==> src/rtl/pipelined_ripple_adder.sv <==
// Segmented ripple add/subtract with one register stage per SEG-bit segment,
// skewed operands in and deskewed result out, valid/ready stream handshake.
module pipelined_ripple_adder #(
  parameter int WIDTH = 24,
  parameter int SEG   = 4
) (
  input  logic             ck,
  input  logic             rn,
  input  logic             in_valid,
  output logic             in_ready,
  input  logic [WIDTH-1:0] A,
  input  logic [WIDTH-1:0] B,
  input  logic             ci,
  input  logic             sub,
  output logic             out_valid,
  input  logic             out_ready,
  output logic [WIDTH-1:0] SUM,
  output logic             co,
  output logic             ovf
);

  localparam int STAGES = WIDTH / SEG;

  generate
    if (SEG < 1 || (WIDTH % SEG) != 0) begin : g_bad_params
      $error("pipelined_ripple_adder: WIDTH must be a positive multiple of SEG");
    end
  endgenerate

  // Operands shift right by SEG per stage so the next segment to add is
  // always at bit 0; the result shifts right with each new segment entering
  // at the top, so after STAGES stages it is aligned.
  logic [WIDTH-1:0] a_q [STAGES];
  logic [WIDTH-1:0] b_q [STAGES];
  logic [WIDTH-1:0] s_q [STAGES];
  logic             c_q [STAGES];
  logic             v_q [STAGES];
  logic             ovf_q;
  logic             en_q;
  logic             adv;

  logic [WIDTH-1:0] src_a [STAGES];
  logic [WIDTH-1:0] src_b [STAGES];
  logic [WIDTH-1:0] src_s [STAGES];
  logic [WIDTH-1:0] s_d   [STAGES];
  logic             src_c [STAGES];
  logic             src_v [STAGES];
  logic [SEG:0]     seg_r [STAGES];
  logic             ovf_d;

  assign adv       = !v_q[STAGES-1] || out_ready;
  assign in_ready  = en_q && adv;
  assign out_valid = v_q[STAGES-1];
  assign SUM       = s_q[STAGES-1];
  assign co        = c_q[STAGES-1];
  assign ovf       = ovf_q;

  always_comb begin
    src_a[0] = A;
    src_b[0] = B ^ {WIDTH{sub}};
    src_c[0] = ci ^ sub;
    src_v[0] = in_valid && in_ready;
    src_s[0] = '0;
    for (int k = 1; k < STAGES; k++) begin
      src_a[k] = a_q[k-1];
      src_b[k] = b_q[k-1];
      src_c[k] = c_q[k-1];
      src_v[k] = v_q[k-1];
      src_s[k] = s_q[k-1];
    end
    for (int k = 0; k < STAGES; k++) begin
      seg_r[k] = {1'b0, src_a[k][SEG-1:0]} + {1'b0, src_b[k][SEG-1:0]}
               + (SEG+1)'(src_c[k]);
      s_d[k]   = (src_s[k] >> SEG) | (WIDTH'(seg_r[k][SEG-1:0]) << (WIDTH - SEG));
    end
    // a^b^sum at the MSB recovers the carry into it
    ovf_d = src_a[STAGES-1][SEG-1] ^ src_b[STAGES-1][SEG-1]
          ^ seg_r[STAGES-1][SEG-1] ^ seg_r[STAGES-1][SEG];
  end

  always_ff @(posedge ck or negedge rn) begin
    if (!rn) begin
      en_q  <= 1'b0;
      ovf_q <= 1'b0;
      for (int k = 0; k < STAGES; k++) begin
        a_q[k] <= '0;
        b_q[k] <= '0;
        s_q[k] <= '0;
        c_q[k] <= 1'b0;
        v_q[k] <= 1'b0;
      end
    end else begin
      en_q <= 1'b1;
      if (adv) begin
        for (int k = 0; k < STAGES; k++) begin
          v_q[k] <= src_v[k];
          // bubbles leave data untouched so outputs change only on real results
          if (src_v[k]) begin
            a_q[k] <= src_a[k] >> SEG;
            b_q[k] <= src_b[k] >> SEG;
            s_q[k] <= s_d[k];
            c_q[k] <= seg_r[k][SEG];
          end
        end
        if (src_v[STAGES-1]) begin
          ovf_q <= ovf_d;
        end
      end
    end
  end

endmodule

==> config.mk <==
export PLATFORM = sky130hd
export DESIGN_NAME = pipelined_ripple_adder
export DESIGN_NICKNAME = d
export VERILOG_FILES = /design/src/rtl/pipelined_ripple_adder.sv
export SDC_FILE = /design/constraint.sdc
export NUM_CORES = 1
export LEC_CHECK = 0
export CORE_MARGIN = 3
export CORE_UTILIZATION = 54
export CTS_BUF_LIST = sky130_fd_sc_hd__clkbuf_8
export DETAILED_ROUTE_END_ITERATION = 10
export DONT_BUFFER_PORTS = 1
export PLACE_DENSITY_LB_ADDON = 0.12
export SETUP_SLACK_MARGIN = 0.3
export SLEW_MARGIN = 20
export SYNTH_ARGS = -nofsm -noshare
export SYNTH_HDL_FRONTEND = slang
export SYNTH_SLANG_ARGS = --single-unit
==> constraint.sdc <==
create_clock -name ck -period 5 [get_ports ck]
set_clock_uncertainty 0.1 [all_clocks]
set_input_delay 1 -clock ck [delete_from_list [all_inputs] [get_ports ck]]
set_output_delay 1 -clock ck [all_outputs]
set_load 0.02 [all_outputs]
Yosys cells after proc, flatten, opt, wreduce, memory -nomap -nowiden
Cells that the tools add are included.

Register bits: 258. Word-level logic and storage cells: 62. Output and inout port bits: 28.

Add/subtract/negate cells: 12. Reduce and logical (&&, ||, !) cells: 10. Bitwise gates (word level): 10.

Operators by type and width (number): 20-bit by 24-bit OR with 24-bit output (5); 4-bit by 4-bit adder with 5-bit output (6); 5-bit by 1-bit adder with 5-bit output (6); 24-bit XOR (1); 2-bit AND reduction (6); 1-bit XOR (4); 1-bit logical AND (2); 1-bit zero test (1); 1-bit logical OR (1).

Logic depth before layout (Yosys ltp)
Word-level depth: 5. Gate-level depth with buffers: 8. Depth with buffers taken out: 7.

Least setup slack after synthesis
OpenSTA, ideal clock, no wires.

Path type: input port to flip-flop. Start: in sub. End: reg c_q[5] (netlist name). Setup time: 0.128 ns. Stages on the path: 8. Setup slack: 2.026 ns. Data required time: 4.772 ns. Arrival: 2.746 ns. Cell sequence: buf_2 > buf_2 > xor2_1 > fa_1 > fa_1 > a21o_1 > a21oi_1 > o21ai_0.

Word-level cells in the longest chain between the ends: 3. Elaborated cells on any way between the ends: 4.

Ends and longest elaborated chain: start, declared (RTL line 14) `input logic sub,`; 24-bit XOR (RTL line 60) `src_b[0] = B ^ {WIDTH{sub}};`; 4-bit by 4-bit adder with 5-bit output (RTL line 72) `seg_r[k] = {1'b0, src_a[k][SEG-1:0]} + {1'b0, src_b[k][SEG-1:0]}`; 5-bit by 1-bit adder with 5-bit output * (RTL line 73) `+ (SEG+1)'(src_c[k]);`; end signal, assigned by index (RTL line 102) `c_q[k] <= seg_r[k][SEG];`; end, declared (RTL line 36) `logic c_q [STAGES];`.

Every way passes the cells marked *; elsewhere a longest branch is shown, timed or not. A chain may end at the register's enable or synchronous reset.

Worst setup path after layout
Start: in out_ready. End: out in_ready.

Word-level cells in the longest chain between the ends: 2.

Ends and longest elaborated chain: start, declared (RTL line 16) `input logic out_ready,`; 1-bit logical OR (RTL line 51) `assign adv = !v_q[STAGES-1] || out_ready;`; 1-bit logical AND (RTL line 52) `assign in_ready = en_q && adv;`; end, declared (RTL line 10) `output logic in_ready,`.

No other way between the ends.

==> flow_summary_export.csv <==
group,metric,value,unit
logic_synthesis,ys_ff_latch,218,
cells_and_area,drive_gt1_frac,0.328,
cells_and_area,antenna_cells,0,
routing,vias_per_cell,5.12,
logic_synthesis,avgSynthCellArea,14.2,um2
global_route,gr-total-overflow,0,
global_route,grt_pass1_vias,4862,
logic_synthesis,synth_area,9040,um2
clocking,cts.sinks,218,
min_path,min_path_type,"in2async",
timing,fmax,352,MHz
clocking,clk_pin_slew,60,ps
clocking,h-tree-depth,2,
logic_synthesis,synth_top_area_cell,"dfrtp_1",
critical_path,cpMaxStageDelayCell,"and2_1",
placed_design,io_buffers,0,
clocking,clkLatencyLatePin,510,ps
logic_synthesis,synth_top_area_share,0.603,
logic_synthesis,syn-num-nets,722,
critical_path,worst-path-stages,2,
clocking,cts_resized,0,
pwr,powerDensity,648,nW/um2
die,die_h,135,um
routing,vias,4567,
pwr,p_leak,4.58,nW
clocking,cts_tree,"done",
logic_synthesis,synth-compound-area-share,0.0403,
cells_and_area,area_growth,8.88,%
logic_synthesis,synth_cells,638,
logic_synthesis,synth_top_family_by_area,"multiplexers",
clocking,cts_hold_buffers,0,
cells_and_area,design_area,9850,um2
critical_path,max_stage_delay,390,ps
logic_synthesis,synthSimpleGateAreaFrac,0.0331,
timing,worst_pin_slew,1000,ps
die,core_region_area,16100,um2
logic_synthesis,synth_common_cells,"218 x dfrtp_1, 166 x mux2_2, 57 x nand2_1",
critical_path,cp_top_family,"simple AND/OR/NAND/NOR gates",
routing,routed_wl,14.2,mm
timing,slew_violations,0,
cells_and_area,ff_latch_area,5460,um2
logic_synthesis,synth.distinct_cells,27,
clocking,clk_path_buf_depth,3,
global_route,grt_usage,0.163,
job,maxCapViolations,0,
logic_synthesis,synthMuxAreaShare,0.207,
global_route,grt_max_degree,219,
critical_path,worstSetupEndpointType,"output pin",
die,dieArea,18300,um2
cells_and_area,nets,734,
status,status,"finished clean",
clocking,cts-root-buf,"clkbuf_8",
clocking,cts_buffers,36,
die,fp.dieW,135,um
die,ios,82,
logic_synthesis,synth-xor-area-share,0.0358,
timing,fin_crit_sh,0.568,
die,num_rows,46,
cells_and_area,fill_cells,1275,
logic_synthesis,ys_seq_area_frac,0.603,
logic_synthesis,synth_edf_count,0,
critical_path,reg2regPathDepth,4,
die,initial_core_util,0.561,
critical_path,cp_cell_sequence,"nand2b_1, and2_1",
critical_path,reg2reg_from,"out_valid",
routing,drcViolationCount,0,
global_route,grt_pass1_wl,24.1,mm
timing,rsz0062_at_grt,"false",
critical_path,crit_arrival,1740,ps
placed_design,placed_cell_area,9150,um2
critical_path,startpoint_type,"input port",
logic_synthesis,synthAdderAreaFrac,0.0515,
timing,relSlewSlack,0.330,
routing,ant_nets,0,
logic_synthesis,synthArstFlopShare,1.00,
routing,wire_per_inst,16.0,um
critical_path,worstPathMaxFanout,8,
critical_path,crit_required,3900,ps
global_route,grt_antenna_before_repair,0,
timing,tns,0,ps
pwr,ir_drop,0.342,mV
routing,drtIter0Drc,220,
cells_and_area,multiInputGateArea,3330,um2
clocking,post_cts_buffers,0,
timing,min_period,2840,ps
routing,firstDrtPassIters,4,
critical_path,crit_type,"in2out",
logic_synthesis,yosys.cell_count.top_type,"dfrtp_1",
critical_path,crit_start,"out_ready",
timing,hold_violations,0,
logic_synthesis,synth-warning-count,0,
placed_design,dp_hpwl,9.49,mm
timing,setup_viol,0,
logic_synthesis,synth.area.top_cells,"dfrtp_1 60%, mux2_2 21%, fa_1 2.7%, o21ai_0 2.5%, ha_1 2.5%",
logic_synthesis,ys.flop_type,"dfrtp_1",
critical_path,cp.buffers_inverters,0,
timing,whs,91.7,ps
placed_design,gp_congestion,0.728,
[where the power goes]
part | switching, W | total, W | internal [W] | leakage [nW]
combinational | 0.000769 | 0.00180 | 0.00103 | 1.50
sequential | 0.000563 | 0.00311 | 0.00255 | 2.67
clock | 0.000654 | 0.00146 | 0.000809 | 0.412
[area by class of cell]
cell class / count / share of cell area
timing repair buffer: 3 / 0.00229
sequential: 218 / 0.554
clock inverter: 19 / 0.00826
clock buffer: 45 / 0.0629
inverter: 19 / 0.00724
multi-input combinational: 372 / 0.338
tap: 216 / 0.0274
[placed cells by master, fill, tap and decap left out, types with 7 or more instances in the layout]
master,instances
dfrtp_1,218
mux2_2,166
nand2_1,56
o21ai_0,46
clkbuf_8,45
inv_1,34
xnor2_1,22
ha_1,18
xor2_1,15
fa_1,12
a21oi_1,10
a21o_1,7
[final timing paths]
check,to,slack (ps)
hold / removal,SUM[17],90
hold reg to reg,b_q[129],380
setup reg to reg,a_q[133],2550
min in group ck,b_q[129],380
max in group asynchronous,SUM[19],4320
setup / recovery,in_ready,2160
[metrics by stage]
step	total power (W)	std cells	utilization	setup slack, ps
floorplan	0.00455	638	-	2030
global placement	0.00487	828	0.567	2080
detailed placement	0.00499	828	0.567	2040
CTS	0.00649	892	0.611	2170
global route	0.00687	892	0.611	2060
finish	0.00638	892	0.611	2160
[registers in the layout (all words and copies together) (netlist names), 5 cells and up]
signal,cells
a_q,60
src_v,5
SUM,24
b_q,60
s_q,60
c_q,5
[metal layers]
metal,up-vias,GRT usage,wire [um]
met5,-,0,0
met4,0,0.0700,326
met3,24,0.0461,793
met2,101,0.232,6140
met1,2225,0.237,6970
li1,2217,-,-
[logic make-up (layout without fill, tap and decap cells)]
| logic type | count (synthesis) | after routing |
|---|---|---|
| DFF | 218 | 218 |
| muxes | 166 | 166 |
| and+or+nand+nor | 71 | 71 |
| AOI/OAI and AO/OA | 67 | 67 |
| buffers and inverters | 48 | 86 |
| xor gates and xnor gates | 37 | 37 |
| adders and majority gates | 30 | 30 |
| other | 1 | 1 |
Power figures use the tool's default switching activity.
